File: src/rtl/wb_arb_pkg.sv
`default_nettype none
// ============================================================================
// Module   : wb_arb_pkg
// Purpose  : Shared types and defaults for the register-file writeback
//            arbiter: FSM state encoding, buffered mul/div result record,
//            the tag view used for hazard/kill compares, default sizes.
// Revision : 1.0 - initial release
// ============================================================================
package wb_arb_pkg;

    localparam int DEFAULT_DEPTH        = 2;
    localparam int DEFAULT_STARVE_LIMIT = 4;

    // Arbiter FSM state
    typedef logic [0:0] arb_state_t;
    localparam arb_state_t ST_NORMAL = 1'b0;
    localparam arb_state_t ST_FORCE  = 1'b1;

    // One buffered mul/div result
    typedef struct packed {
        logic        valid;
        logic        dead;
        logic [4:0]  dest;
        logic [31:0] data;
    } wb_entry_t;

    // Data-less view of an entry, enough for destination compares
    typedef struct packed {
        logic        valid;
        logic        dead;
        logic [4:0]  dest;
    } wb_tag_t;

endpackage : wb_arb_pkg
`default_nettype wire

File: src/rtl/wb_fifo.sv
`default_nettype none
// ============================================================================
// Module   : wb_fifo
// Purpose  : Small FIFO of mul/div results waiting for a register-file port.
//            Entries can be marked dead in place when a younger pipeline
//            write to the same destination commits.
// Ports    : clk, reset (async active-low)
//            i_push/i_push_dest/i_push_data : enqueue (ignored when full)
//            i_pop                          : dequeue head (ignored when empty)
//            i_kill/i_kill_dest             : mark matching live entries dead
//            o_full/o_empty                 : occupancy flags
//            o_head                         : entry at the read pointer
//            o_tags                         : per-slot valid/dead/dest view
// Revision : 1.0 - initial release
// ============================================================================
module wb_fifo
    import wb_arb_pkg::*;
#(
    parameter int DEPTH = DEFAULT_DEPTH
) (
    input  logic        clk,
    input  logic        reset,
    input  logic        i_push,
    input  logic [4:0]  i_push_dest,
    input  logic [31:0] i_push_data,
    input  logic        i_pop,
    input  logic        i_kill,
    input  logic [4:0]  i_kill_dest,
    output logic        o_full,
    output logic        o_empty,
    output wb_entry_t   o_head,
    output wb_tag_t     o_tags [DEPTH]
);

    localparam int PW = (DEPTH > 1) ? $clog2(DEPTH) : 1;
    localparam int CW = $clog2(DEPTH + 1);
    localparam logic [PW-1:0] PTR_LAST = PW'(DEPTH - 1);
    localparam logic [CW-1:0] CNT_FULL = CW'(DEPTH);

    wb_entry_t         entries_q [DEPTH];
    wb_entry_t         entries_d [DEPTH];
    logic [PW-1:0]     rd_ptr_q, rd_ptr_d;
    logic [PW-1:0]     wr_ptr_q, wr_ptr_d;
    logic [CW-1:0]     count_q, count_d;
    logic              w_push_ok;
    logic              w_pop_ok;

    // Pointers wrap explicitly so non-power-of-two depths work
    function automatic logic [PW-1:0] ptr_inc(input logic [PW-1:0] p);
        return (p == PTR_LAST) ? '0 : p + PW'(1);
    endfunction

    assign o_full    = (count_q == CNT_FULL);
    assign o_empty   = (count_q == '0);
    assign w_push_ok = i_push && !o_full;
    assign w_pop_ok  = i_pop && !o_empty;
    assign o_head    = entries_q[rd_ptr_q];

    always_comb begin
        for (int i = 0; i < DEPTH; i++) begin
            o_tags[i].valid = entries_q[i].valid;
            o_tags[i].dead  = entries_q[i].dead;
            o_tags[i].dest  = entries_q[i].dest;
        end
    end

    always_comb begin
        for (int i = 0; i < DEPTH; i++) begin
            entries_d[i] = entries_q[i];
        end
        rd_ptr_d = rd_ptr_q;
        wr_ptr_d = wr_ptr_q;
        count_d  = count_q;

        // Kill only applies to entries already buffered; a result pushed
        // in the same cycle lands after the compare.
        if (i_kill) begin
            for (int i = 0; i < DEPTH; i++) begin
                if (entries_q[i].valid && (entries_q[i].dest == i_kill_dest)) begin
                    entries_d[i].dead = 1'b1;
                end
            end
        end

        if (w_pop_ok) begin
            entries_d[rd_ptr_q].valid = 1'b0;
            entries_d[rd_ptr_q].dead  = 1'b0;
            rd_ptr_d = ptr_inc(rd_ptr_q);
        end

        // Push needs a free slot, so the write slot never aliases the head
        if (w_push_ok) begin
            entries_d[wr_ptr_q].valid = 1'b1;
            entries_d[wr_ptr_q].dead  = 1'b0;
            entries_d[wr_ptr_q].dest  = i_push_dest;
            entries_d[wr_ptr_q].data  = i_push_data;
            wr_ptr_d = ptr_inc(wr_ptr_q);
        end

        case ({w_push_ok, w_pop_ok})
            2'b10:   count_d = count_q + CW'(1);
            2'b01:   count_d = count_q - CW'(1);
            default: count_d = count_q;
        endcase
    end

    always_ff @(posedge clk or negedge reset) begin
        if (!reset) begin
            for (int i = 0; i < DEPTH; i++) begin
                entries_q[i] <= '0;
            end
            rd_ptr_q <= '0;
            wr_ptr_q <= '0;
            count_q  <= '0;
        end else begin
            for (int i = 0; i < DEPTH; i++) begin
                entries_q[i] <= entries_d[i];
            end
            rd_ptr_q <= rd_ptr_d;
            wr_ptr_q <= wr_ptr_d;
            count_q  <= count_d;
        end
    end

endmodule : wb_fifo
`default_nettype wire

File: src/rtl/wb_arbiter.sv
`default_nettype none
// ============================================================================
// Module   : wb_arbiter
// Purpose  : Shares one register-file write port between the pipeline
//            writeback stage and a buffered mul/div result queue. The
//            pipeline normally wins; a queued result that loses too many
//            cycles in a row forces a one-cycle pipeline stall to drain.
// Ports    : clk, reset (async active-low)
//            PipeRegWrite/PipeDest/PipeResult : writeback-stage write
//            MdValid/MdDest/MdResult/MdReady  : mul/div result handshake
//            QueryRs/QueryRt/PendingHazard    : decode-stage hazard query
//            StallPipe                        : pipeline freeze (FORCE state)
//            RfWrite/RfDest/RfData            : register-file write port
// Revision : 1.0 - initial release
// ============================================================================
module wb_arbiter
    import wb_arb_pkg::*;
#(
    parameter int DEPTH        = DEFAULT_DEPTH,
    parameter int STARVE_LIMIT = DEFAULT_STARVE_LIMIT
) (
    input  logic        clk,
    input  logic        reset,
    input  logic        PipeRegWrite,
    input  logic [4:0]  PipeDest,
    input  logic [31:0] PipeResult,
    input  logic        MdValid,
    input  logic [4:0]  MdDest,
    input  logic [31:0] MdResult,
    output logic        MdReady,
    input  logic [4:0]  QueryRs,
    input  logic [4:0]  QueryRt,
    output logic        PendingHazard,
    output logic        StallPipe,
    output logic        RfWrite,
    output logic [4:0]  RfDest,
    output logic [31:0] RfData
);

    localparam logic [3:0] LIMIT = 4'(STARVE_LIMIT);

    arb_state_t  state_q, state_d;
    logic [3:0]  wait_cnt_q, wait_cnt_d;

    logic        w_full;
    logic        w_empty;
    wb_entry_t   w_head;
    wb_tag_t     w_tags [DEPTH];
    logic        w_pipe_wr;
    logic        w_head_live;
    logic        w_push;
    logic        w_pop;
    logic        w_kill;
    logic        w_rf_we;
    logic [4:0]  w_rf_dest;
    logic [31:0] w_rf_data;
    logic        w_hazard;

    assign w_pipe_wr   = PipeRegWrite && (PipeDest != 5'd0);
    assign w_head_live = w_head.valid && !w_head.dead;

    // No pop credit: readiness depends only on the registered occupancy
    assign MdReady = reset && !w_full;
    // Zero-destination results are handshaken but never stored
    assign w_push  = MdValid && MdReady && (MdDest != 5'd0);

    wb_fifo #(
        .DEPTH (DEPTH)
    ) u_fifo (
        .clk         (clk),
        .reset       (reset),
        .i_push      (w_push),
        .i_push_dest (MdDest),
        .i_push_data (MdResult),
        .i_pop       (w_pop),
        .i_kill      (w_kill),
        .i_kill_dest (PipeDest),
        .o_full      (w_full),
        .o_empty     (w_empty),
        .o_head      (w_head),
        .o_tags      (w_tags)
    );

    always_comb begin
        state_d    = state_q;
        wait_cnt_d = wait_cnt_q;
        w_pop      = 1'b0;
        w_kill     = 1'b0;
        w_rf_we    = 1'b0;
        w_rf_dest  = 5'd0;
        w_rf_data  = 32'd0;

        case (state_q)
            ST_FORCE: begin
                // Pipeline write is dropped; the stalled instruction retries
                if (!w_empty) begin
                    w_pop = 1'b1;
                end
                if (w_head_live) begin
                    w_rf_we   = 1'b1;
                    w_rf_dest = w_head.dest;
                    w_rf_data = w_head.data;
                end
                wait_cnt_d = 4'd0;
                state_d    = ST_NORMAL;
            end
            default: begin
                if (w_pipe_wr) begin
                    w_rf_we   = 1'b1;
                    w_rf_dest = PipeDest;
                    w_rf_data = PipeResult;
                    w_kill    = 1'b1;
                end else if (w_head_live) begin
                    w_rf_we   = 1'b1;
                    w_rf_dest = w_head.dest;
                    w_rf_data = w_head.data;
                    w_pop     = 1'b1;
                end
                // A dead head needs no port, so it drains even under a pipe write
                if (w_head.valid && w_head.dead) begin
                    w_pop = 1'b1;
                end

                if (w_empty || w_pop) begin
                    wait_cnt_d = 4'd0;
                end else begin
                    wait_cnt_d = wait_cnt_q + 4'd1;
                    if (wait_cnt_d == LIMIT) begin
                        state_d = ST_FORCE;
                    end
                end
            end
        endcase
    end

    always_comb begin
        w_hazard = 1'b0;
        for (int i = 0; i < DEPTH; i++) begin
            if (w_tags[i].valid && !w_tags[i].dead) begin
                if (((QueryRs != 5'd0) && (w_tags[i].dest == QueryRs)) ||
                    ((QueryRt != 5'd0) && (w_tags[i].dest == QueryRt))) begin
                    w_hazard = 1'b1;
                end
            end
        end
    end

    // The pipeline path is combinational, so gate it during reset
    assign RfWrite       = reset && w_rf_we;
    assign RfDest        = w_rf_dest;
    assign RfData        = w_rf_data;
    assign StallPipe     = (state_q == ST_FORCE);
    assign PendingHazard = w_hazard;

    always_ff @(posedge clk or negedge reset) begin
        if (!reset) begin
            state_q    <= ST_NORMAL;
            wait_cnt_q <= 4'd0;
        end else begin
            state_q    <= state_d;
            wait_cnt_q <= wait_cnt_d;
        end
    end

endmodule : wb_arbiter
`default_nettype wire

File: config.mk
export PLATFORM = sky130hd
export DESIGN_NAME = wb_arbiter
export DESIGN_NICKNAME = d
export VERILOG_FILES = /design/src/rtl/wb_arb_pkg.sv /design/src/rtl/wb_fifo.sv /design/src/rtl/wb_arbiter.sv
export SDC_FILE = /design/constraint.sdc
export NUM_CORES = 1
export LEC_CHECK = 0
export BUFFER_PORTS_ARGS = -buffer_cell sky130_fd_sc_hd__buf_2
export CAP_MARGIN = 20
export CORE_MARGIN = 2
export CORE_UTILIZATION = 35
export CTS_CLUSTER_SIZE = 8
export DETAILED_ROUTE_END_ITERATION = 12
export REMOVE_ABC_BUFFERS = 1
export SETUP_SLACK_MARGIN = 0.1
export SLEW_MARGIN = 10
export SYNTH_ARGS = -nofsm -noshare
export SYNTH_HDL_FRONTEND = slang
export SYNTH_SLANG_ARGS = --single-unit
export TNS_END_PERCENT = 50
File: constraint.sdc
create_clock -name clk -period 2.74 [get_ports clk]
set_clock_uncertainty 0.15 [all_clocks]
set_input_delay 0.411 -clock clk [delete_from_list [all_inputs] [get_ports clk]]
set_output_delay 0.411 -clock clk [all_outputs]
set_load 0.1 [all_outputs]
After elaboration in Yosys (flattened, before gate mapping)
Index checks and enable logic that the tools add are counted.
{"block": "word_totals", "register_bits": 87, "input_bits": 88, "elab_cells": 122}
{"block": "classes", "muxes": 55, "n_eq_ne": 10, "n_lt_le_gt_ge": 4, "bitwise_logic": 2, "reduce_logical": 33, "addsub": 5}
{"operator": "$bwmux 78", "n": 6}
{"operator": "$demux 39 s1", "n": 6}
{"operator": "$mux 39", "n": 5}
{"operator": "$mux 78", "n": 2}
{"operator": "$mux 32", "n": 4}
{"operator": "$mux 38", "n": 2}
{"operator": "$mux 37", "n": 1}
{"operator": "$eq 5x5->1", "n": 6}
{"operator": "$mux 1", "n": 23}
{"operator": "$reduce_bool 5->1", "n": 4}
{"operator": "$logic_and 1x1->1", "n": 19}
{"operator": "$mux 5", "n": 3}
{"operator": "$mux 4", "n": 2}
{"operator": "$logic_not 1->1", "n": 5}
{"operator": "$add 4x1->4 const B", "n": 1}
{"operator": "$eq 2x2->1 const B", "n": 2}
{"operator": "$eq 4x3->1 const B", "n": 1}
{"operator": "$ge 2x2->1 const B", "n": 2}
{"operator": "$lt 2x1->1 const B", "n": 2}
{"operator": "$not 1->2", "n": 2}
{"operator": "$pmux 2 s2", "n": 1}
{"operator": "$logic_or 1x1->1", "n": 3}
{"operator": "$add 1x1->1 const B", "n": 2}
{"operator": "$add 2x1->2 const B", "n": 1}
{"operator": "other kinds (4)", "n": 4}

Longest topological paths before layout
Gate-level depths: netlist of run 1.
{"block": "logic_depth", "ltp_word": 18, "mapped_depth": 9}

Hierarchy
A second synthesis of run 1 with hierarchy kept.
{"block": "hier_totals", "cells_unflattened": 454, "area_unflattened_um2": 4913.5}
{"module": "wb_fifo", "instances": 1, "cells_per_inst": 268, "seq_area_each_um2": 2052.0, "area_per_inst_um2": 3829.9}
{"module": "wb_arbiter", "instances": 1, "cells_per_inst": 186, "seq_area_each_um2": 125.1, "area_per_inst_um2": 1083.5}

Worst setup path after synthesis of run 1
Ideal clock, no wire load.
{"block": "synth_path", "path_kind": "register to output", "startpoint": "reg state_q (netlist: StallPipe)", "endpoint": "out RfData[28]", "path_stages_with_launch": 6, "slack_ns": -1.878, "arrival_time_ns": 4.057, "path_cell_list": "dfrtp_1 nor2b_1 o21a_1 clkbuf_1 clkbuf_1 o31ai_1"}
{"block": "synth_via", "elab_chain_cells": 1}
{"element": "start, declared", "line": "wb_arbiter.sv:42", "text": "arb_state_t state_q, state_d;"}
{"element": "start signal, assigned", "line": "wb_arbiter.sv:160", "text": "state_q <= state_d;"}
{"element": "$mux 32", "line": "wb_arbiter.sv:93", "text": "case (state_q)"}
{"element": "end, declared", "line": "wb_arbiter.sv:37", "text": "output logic [31:0] RfData"}
No other way between the ends.

Worst setup path in the final report of run 1
{"block": "layout_path", "startpoint": "in PipeDest[0]", "endpoint": "out RfData[13]"}
{"block": "layout_via", "elab_chain_cells": 4}
{"element": "start, declared", "line": "wb_arbiter.sv:25", "text": "input logic [4:0] PipeDest,"}
{"element": "$reduce_bool 5->1", "line": "wb_arbiter.sv:59", "text": "assign w_pipe_wr = PipeRegWrite && (PipeDest != 5'd0);"}
{"element": "$logic_and 1x1->1", "line": "wb_arbiter.sv:59"}
{"element": "$mux 32", "line": "wb_arbiter.sv:108", "text": "if (w_pipe_wr) begin"}
{"element": "$mux 32", "line": "wb_arbiter.sv:93"}
No other way between the ends.

==> metrics, run 1 <==
Initial Util a little over a third; root buffer cell clkbuf_16; Max-Slew Margin vs Limit 59.7%; Synth Instances 399; Layout area overhead 59.5%; share of layout cells above drive strength 1 roughly 58%; most common cell in the synthesized netlist dfrtp_1; Post-CTS Hold Fix Bufs 0; GR Util All Layers a little under a fifth; Max-Cap Viols 0; Post-Route WL roughly 14 mm; worst-margin pin slew ~0.61 ns; number of vias per cell 5.17; CTS tree built; core area 13200 sq um; Async S/R FF share, synth 100%; count of state elements after synthesis 87; global-route wire length before repair around 21 mm; fin. max-slew vios 0; clock sink count 87; Avg Inst Size Synth about 12 sq um; outcome finished clean; vias approximately 4000; Seq/Total Area, Yosys a little under half; Lkg Pwr 3.44 nW; IO Port Bufs between 100 and 150; io pins 129; PnR Total Power 9.64 mW; post-DP HPWL roughly 8.6 mm; antenna violations before repair 1; Final Cycle Share between 90% and 100%; CP startpoint kind input port; EDFF count, synth 0; crit path kind input port to output port; share of the synthesized area in the top cell type between 40 and 50%; PwrDens 1280 nW/um^2; grt ovf 0; Most used DFF post-synth dfrtp_1; setup violators final 0; Rows 42; Final Core Density between 50% and 60%; Synth area leaders dfrtp_1, mux2_2, mux2i_1, o31ai_1, mux2_4; maximum vdd drop 0.722 mV; Fmax about 370 MHz; Num CTS Buffers 9; final antenna-violating net count 0; 1st-pass router iterations 4; top cells by count, synth dfrtp_1, mux2_2, mux2i_1; Avg WL per Cell about 19 um; nets approximately 670; Netlist cell types 36; Iteration-0 DRC Markers 140; vias in the first global route between 4000 and 5000; CP Data Arrival Time 2.14 ns; area leader, netlist dfrtp_1; Critical Path RT approximately 2.2 ns; H-tree depth 3; final hold violation count 0; Die Y roughly 120 um; worst skew pair latency approximately 0.33 ns; hold crit path type input port to async pin; Clock Path Buffers 2; Layout fillers roughly 1100; Post-Syn Area around 4700 sq um; pin count of the biggest net entering global routing 49; critical path peak fanout 5; width of the die between 100 and 150 um; # diodes 0; die footprint approximately 14000 sq um; drt drc 0; Clk pin slew, worst setup/hold paths roughly 0.070 ns; Worst Setup End Kind output port; GP Congestion about 0.80; RSZ-0062 raised after global routing true; Synth Warn # 0; final worst path period need about 2.7 ns
## timing repair
| item | 4_1_cts | 5_1_grt |
|---|---|---|
| endpoints found under the setup margin | 39 | 38 |
| gates cloned | 1 | 10 |
| pin swaps | 3 | 15 |
| gates resized for setup | 33 | 64 |
| buffers inserted | 2 | 4 |
## layout make-up
class	instances	area, sq um	area share, %
clock buffers	10	239	3.17
clock inverters	6	43.8	0.582
multi-input cells	285	2870	38.1
repair buffers	189	1970	26.1
flip-flops and latches	87	2180	29.0
well taps	176	220	2.93
inverters	3	11.3	0.150
## cells by family after synthesis
logic type,share of synthesized area [%]
xor gates and xnor gates,6.68
muxes,27.2
buffers and inverters,3.07
adders and majority gates,0.530
DFF,46.1
AOI/OAI and AO/OA,9.04
and+or+nand+nor,7.34
## final timing paths
kind,from,endpoint,slack (ns),depth (start not counted)
hold reg to reg,wait_cnt_q[3],StallPipe,0.31,1
setup reg to reg,u_fifo.count_q[0],u_fifo.entries_q[50],0.37,6
min in group clk,MdResult[2],u_fifo.entries_q[41],0.16,2
max in group asynchronous,reset,u_fifo.entries_q[53],1.42,3
setup / recovery,PipeDest[0],RfData[13],0.04,7
hold / removal,reset,u_fifo.entries_q[2],0.01,2
## per-stage QoR
stage / setup slack [ns] / instance area [sq um] / std cells / hold slack [ns] / setup TNS, ns
finish: 0.0424 / 7530 / 756 / 0.0143 / 0
global route: 0.0118 / 7530 / 756 / 0.0510 / 0
CTS: 0.0337 / 6980 / 746 / 0.0213 / 0
detailed placement: -0.0330 / 6480 / 727 / 0.308 / -0.0646
floorplan: -3.00 / 4590 / 373 / -0.0346 / -248.39
global placement: -0.0300 / 6480 / 727 / 0.293 / -0.0546
## cell usage in the layout, fill, tap and decap left out, types with 4 or more instances in the layout
cell and n:
xnor2_1 16, buf_2 84, nand2_2 5, mux2_2 59
mux2_4 16, o31ai_2 11, clkbuf_16 16, dfrtp_1 85
nand2_4 5, nand3_1 4, nand2_1 27, buf_12 47
xor2_1 20, o21ai_0 4, mux2i_1 38, o31ai_1 5
nor2_1 11, buf_6 5, nor4_1 6, o31ai_4 21
buf_4 43
## where the power goes
group          switching [mW]  internal (mW)
clock                   0.504          0.644
combinational            3.35           2.64
sequential              0.565           1.93
total                    4.42           5.21
## worst max-delay path, stage by stage
cell and delay (ns):
buf_6 0.10, or4_4 0.57, o21a_4 0.28, clkbuf_16 0.19, o31ai_4 0.25, buf_4 0.16
buf_12 0.16
## state kept, by name (all words and copies together) (netlist names)
name              flops
u_fifo.entries_q     64
u_fifo.o_tags        14
wait_cnt_q            4
u_fifo.count_q        2
StallPipe             1
u_fifo.rd_ptr_q       1
u_fifo.wr_ptr_q       1
## metal layers
layer | vias to the layer above | GRT usage (%) | wire length, um
li1 | 1804 | - | -
met4 | 2 | 4.78 | 232
met2 | 121 | 30.9 | 7150
met1 | 1957 | 22.9 | 6240
met5 | - | 0 | 13
met3 | 23 | 4.90 | 772
No activity file was read; power rests on OpenSTA's default activity.
==> run 2, diff against run 1 <==
REMOVE_ABC_BUFFERS = not set   (was 1)
==> run 2 against run 1 <==
  * Critical endpoint is now RfData[2]
  * Routed wire length down 19%
  * Maximum frequency up 3.5%
  * Critical path depth is 1 lower
  * Sequential share of layout area increased by 2.3 points
  * Non-clock buffer count down 48
  * Design area decreased by 7.4%
  * First-iteration DRC count rose by 11%
==> metrics, run 2 (synthesis results as in run 1) <==
largest reg by FF count u_fifo.entries_q (unchanged); # diodes 0 (unchanged); CP Data Arrival Time 2.04 ns (was 2.14 ns); width of the die 120 um (unchanged); Crit. Startpoint PipeDest[0] (unchanged); grt ovf 0 (unchanged); crit path kind input port to output port (unchanged); Worst Setup End Kind output port (unchanged); most common cell after layout, fill and taps aside buf_2 (was dfrtp_1); Final Cell Area 6970 sq um (was 7530 sq um); 1st-pass router iterations 4 (unchanged); H-tree depth 3 (unchanged); worst r2r src u_fifo.count_q[1] (was u_fifo.count_q[0]); Avg WL per Cell 16.6 um (was 19.1 um); multi-input logic area 2950 sq um (was 2870 sq um); GR Util All Layers 17.0% (was 18.2%); core area 13200 sq um (unchanged); Initial Util 35.8% (unchanged); Max-Slew Margin vs Limit 40.6% (was 59.7%); met2 wire length 5.97 mm (was 7.15 mm); critical path peak fanout 33 (was 5); Post-Route WL 11.7 mm (was 14.4 mm); clock sink count 87 (unchanged); critical path, cell by cell buf_2 -> or4_4 -> o21a_4 -> buf_12 -> o31ai_4 -> buf_12 (was buf_6 -> or4_4 -> o21a_4 -> clkbuf_16 -> o31ai_4 -> buf_4 -> buf_12); most frequent cell on the critical path buf_12; Lkg Pwr 3.07 nW (was 3.44 nW); vias in the first global route 3902 (was 4160); Clock Path Buffers 2 (unchanged); hold_ws 0.0248 ns (was 0.0143 ns); RSZ-0062 raised after global routing true (unchanged); post-DP HPWL 8.75 mm (was 8.62 mm); largest stage delay on the critical path 0.55 ns (was 0.57 ns); Clk pin slew, worst setup/hold paths 0.06 ns (was 0.07 ns); hold crit path type input port to async pin (unchanged); antenna violations before repair 0 (was 1); non-filler cells, final 705 (was 756); outcome finished clean (unchanged); Max-Cap Viols 0 (unchanged); IO Port Bufs 128 (unchanged); pin count of the biggest net entering global routing 46 (was 49); Num CTS Buffers 9 (unchanged); Die Y 120 um (unchanged); Fmax 384 MHz (was 371 MHz); Iteration-0 DRC Markers 156 (was 140); fin. max-slew vios 0 (unchanged); placed cell count 690 (was 727); Layout area overhead 47.7% (was 59.5%); max reg flops 64 (unchanged); met3 WL 627 um (was 772 um); root buffer cell clkbuf_16 (unchanged); CTS tree built (unchanged); final hold violation count 0 (unchanged); global-route wire length before repair 19.3 mm (was 20.8 mm); worst-margin pin slew 0.889 ns (was 0.605 ns); drt drc 0 (unchanged); die footprint 14400 sq um (unchanged); Synth Net Count between 400 and 500; Critical Path RT 2.18 ns (about the same); register area 2180 sq um (unchanged); M1 WL 4.87 mm (was 6.24 mm); Layout fillers 1137 (was 1102); Final Cycle Share 95.1% (was 98.5%); slowest stage cell on the critical path or4_4 (unchanged); final antenna-violating net count 0 (unchanged); worst skew pair latency 0.33 ns (about the same); share of layout cells above drive strength 1 52.4% (was 57.6%); GP Congestion 0.894 (was 0.802); setup tns final 0 ns (unchanged); Post-DP Area 6690 sq um (was 6480 sq um); number of vias per cell 5.09 (was 5.17); io pins 129 (unchanged); Max Used Layer met4 (was met5); setup violators final 0 (unchanged); nets 615 (was 665); PnR Total Power 9.06 mW (was 9.64 mW); commonest cells after routing, fill and taps aside buf_2, dfrtp_1, mux2_2, buf_12, mux2i_1 (was dfrtp_1, buf_2, mux2_2, buf_12, buf_4); CP startpoint kind input port (unchanged); final worst path period need 2.61 ns (was 2.70 ns); maximum vdd drop 0.589 mV (was 0.722 mV); PwrDens 1300 nW/um^2 (was 1280 nW/um^2); Rows 42 (unchanged); vias 3591 (was 3907)
-- run 2: cell count changes in the layout (fill, tap and decap cells not counted), moves of 7 or more --
cell       change
buf_12         -7
clkbuf_16      -7
nand2_1       +10
o31ai_4       +16
buf_4         -33
o31ai_2       -11
-- run 2: critical path: cells and delay by family --
family,cells,cell delay (ns)
AND/OR/NAND/NOR,1,0.55
buffers and inverters,3,0.52
AO/OA/AOI/OAI,2,0.51
-- run 2: through the flow --
stage,setup WS (ns),utilization [%]
3_3_place_gp,0.185,50.7
6_report,0.134,52.9
2_1_floorplan,-0.124,-
4_1_cts,0.114,52.8
3_5_place_dp,0.145,50.7
5_1_grt,0.0970,52.9
-- run 2: layout make-up --
class | count | share of cell area, %
timing repair buffer | 141 | 19.3
clock buffer | 12 | 3.54
tap | 176 | 3.16
multi-input combinational | 283 | 42.3
inverter | 3 | 0.162
sequential | 87 | 31.3
clock inverter | 3 | 0.287
-- run 2: path summary, 6_finish.rpt --
kind | to | slack [ns] | cells past startpoint
worst min-delay path | u_fifo.o_tags[6] | 0.02 | 2
worst min register to register | wait_cnt_q[0] | 0.31 | 1
max in group asynchronous | u_fifo.entries_q[15] | 1.46 | 3
min in group clk | u_fifo.entries_q[28] | 0.18 | 2
worst max register to register | u_fifo.entries_q[43] | 0.24 | 5
worst max-delay path | RfData[2] | 0.13 | 6
-- run 2: layer usage --
metal	up-vias	global-route usage [%]
li1	1700	-
met1	1775	20.4
met2	97	29.8
met3	19	3.28
met4	0	6.91
met5	-	0
-- run 2: where the power goes --
part	leakage, nW	total, mW	switching, mW	internal, mW
Sequential	1.04	2.43	0.502	1.93
Combinational	1.90	5.55	3.31	2.24
Clock	0.125	1.09	0.453	0.632
-- run 2: what timing repair did --
action                     CTS  global route
hold buffers                 0             0
setup endpoints to repair    4            35
setup buffers                0             0
resized for setup            2             3
==> run 3, diff against run 2 <==
ABC_AREA = 1   (was not set)
==> run 3 against run 2 <==
  * Via count is 21% higher
  * Setup slack better by 0.039 ns
  * Synthesized area is 5.0% higher
  * First-iteration DRC count is 42% higher
==> metrics, run 3 <==
width of the die 123 um (was 120 um); Critical Path RT 2.18 ns (about the same); grt ovf 0 (unchanged); CTS tree built (unchanged); number of vias per cell 4.63 (was 5.09); largest reg by FF count u_fifo.entries_q (unchanged); vias in the first global route 3866 (was 3902); Post-CTS Hold Fix Bufs 0 (unchanged); GP Congestion 0.810 (was 0.894); crit path kind flip-flop to output port (was input port to output port); area leader, netlist dfrtp_1 (unchanged); Most used DFF post-synth dfrtp_1 (unchanged); final worst-path setup slack 0.173 ns (was 0.134 ns); Seq/Total Area, Yosys 43.9% (was 46.1%); global-route wire length before repair 19.6 mm (was 19.3 mm); Synth Net Count 726 (was 489); setup tns final 0 ns (unchanged); core area 13900 sq um (was 13200 sq um); most common cell after layout, fill and taps aside nand2_1 (was buf_2); fin. max-slew vios 0 (unchanged); Final Cycle Share 93.7% (was 95.1%); worst skew pair latency 0.33 ns (about the same); hold crit path type input port to async pin (unchanged); most common cell in the synthesized netlist nand2_1 (was dfrtp_1); setup bufs post-CTS 0 (unchanged); Layout area overhead 26.1% (was 47.7%); CP startpoint kind flip-flop (was input port); Worst Setup End Kind output port (unchanged); pin count of the biggest net entering global routing 47 (was 46); Synth Warn # 0 (unchanged); share of the synthesized area in the top cell type 43.9% (was 46.1%); outcome finished clean (unchanged); RSZ-0062 raised after global routing true (unchanged); io pins 129 (unchanged); Final Cell Area 6250 sq um (was 6970 sq um); commonest cells after routing, fill and taps aside nand2_1, buf_2, dfrtp_1, inv_1, o21ai_1 (was buf_2, dfrtp_1, mux2_2, buf_12, mux2i_1); Clock Path Buffers 2 (unchanged); final hold violation count 0 (unchanged); register area 2180 sq um (about the same); Synth Instances 636 (was 399); IO Port Bufs 128 (unchanged); Setup WS pre-CTS 0.253 ns (was 0.145 ns); vias 4352 (was 3591); Layout fillers 1448 (was 1137); Post-Syn Area 4950 sq um (was 4720 sq um); max reg flops 64 (unchanged); share of layout cells above drive strength 1 27.8% (was 52.4%); Clk pin slew, worst setup/hold paths 0.06 ns (about the same); count of state elements after synthesis 87 (unchanged); 1st-pass router iterations 6 (was 4); Avg Inst Size Synth 7.79 sq um (was 11.8 sq um); root buffer cell clkbuf_16 (unchanged); post-DP HPWL 8.39 mm (was 8.75 mm); Lkg Pwr 3.24 nW (was 3.07 nW); clock sink count 87 (unchanged); die footprint 15100 sq um (was 14400 sq um); final worst path period need 2.57 ns (was 2.61 ns); CP Data Arrival Time 2.01 ns (was 2.04 ns); Rows 43 (was 42); maximum vdd drop 0.918 mV (was 0.589 mV); critical path peak fanout 37 (was 33); Num CTS Buffers 9 (unchanged); Initial Util 35.7% (was 35.8%); Synth area leaders dfrtp_1, nand2_1, mux2_2, o21ai_1, inv_1 (was dfrtp_1, mux2_2, mux2i_1, o31ai_1, mux2_4); Max-Cap Viols 0 (unchanged); placed cell count 924 (was 690); Fmax 390 MHz (was 384 MHz); GR Util All Layers 16.5% (was 17.0%); Post-Route WL 12.2 mm (was 11.7 mm); final antenna-violating net count 0 (unchanged); drt drc 0 (unchanged); multi-input logic area 2380 sq um (was 2950 sq um); Async S/R FF share, synth 100% (unchanged); non-filler cells, final 939 (was 705); Post-DP Area 5790 sq um (was 6690 sq um); worst-margin pin slew 0.592 ns (was 0.889 ns); EDFF count, synth 0 (unchanged); top cells by count, synth nand2_1, dfrtp_1, inv_1 (was dfrtp_1, mux2_2, mux2i_1); Netlist cell types 28 (was 36); Max-Slew Margin vs Limit 60.5% (was 40.6%); nets 845 (was 615); H-tree depth 3 (unchanged); Avg WL per Cell 13.0 um (was 16.6 um); PwrDens 1290 nW/um^2 (was 1300 nW/um^2); setup violators final 0 (unchanged); Iteration-0 DRC Markers 222 (was 156); Die Y 123 um (was 120 um); antenna violations before repair 0 (unchanged); # diodes 0 (unchanged)
[run 3: worst max-delay path: stages (launching register included)]
cell and delay, ns:
dfrtp_1 0.42, inv_2 0.10, nand2_1 0.05, nand2_1 0.11, nand2_2 0.08, buf_12 0.19
a21oi_1 0.22, mux2_2 0.20, buf_4 0.28
[run 3: worst paths after layout]
| kind | from | end | slack, ns | cells after the start |
|---|---|---|---|---|
| setup / recovery | u_fifo.rd_ptr_q | RfData[18] | 0.17 | 8 |
| hold / removal | reset | u_fifo.count_q[1] | 0.02 | 2 |
| setup reg to reg | u_fifo.rd_ptr_q | u_fifo.count_q[1] | 0.75 | 10 |
| hold reg to reg | wait_cnt_q[0] | wait_cnt_q[0] | 0.32 | 1 |
| max in group asynchronous | reset | u_fifo.entries_q[4] | 1.44 | 3 |
| min in group clk | MdResult[8] | u_fifo.entries_q[47] | 0.18 | 3 |
[run 3: where the power goes]
part           internal (mW)  total [mW]  switching [mW]
Sequential              1.87        2.33           0.450
Clock                  0.936        1.40           0.468
Combinational           1.29        4.36            3.06
[run 3: stage by stage]
step	power, mW	hold WS [ns]	utilization, %
6_report	8.08	0.0166	45.0
2_1_floorplan	5.75	-0.0346	-
4_1_cts	8.08	0.0220	44.6
3_3_place_gp	6.52	0.307	41.7
3_5_place_dp	6.58	0.313	41.7
5_1_grt	8.64	0.0600	45.0
[run 3: metal layers]
layer	part of all wire (%)	global-route usage [%]	vias up	wire, um
met5	0	0	-	0
li1	-	-	2255	-
met3	4.6	3.00	4	561
met1	48	23.5	1996	5840
met2	47	26.0	97	5750
met4	0.47	4.33	0	57
[run 3: area by class of cell]
type,instances,share of cell area (%)
multi-input cells,455,38.1
flip-flops and latches,87,34.9
repair buffers,139,14.1
clock buffers,12,4.10
inverters,63,3.78
well taps,180,3.60
clock inverters,3,1.44
[run 3: timing repair]
item	CTS	global route
cloned	0	0
hold endpoints to repair	0	0
pin swaps	0	1
gates resized for setup	20	23
setup endpoints to repair	36	38
[run 3: kinds of logic after synthesis]
family / after synthesis / synth area share (%)
adder cells (fa/ha/maj): 2 / 0.505
XOR/XNOR: 23 / 4.07
multiplexers: 32 / 7.27
AND/OR/NAND/NOR: 279 / 22.4
buffers and inverters: 94 / 8.91
AO/OA/AOI/OAI: 119 / 12.9
flip-flops: 87 / 43.9
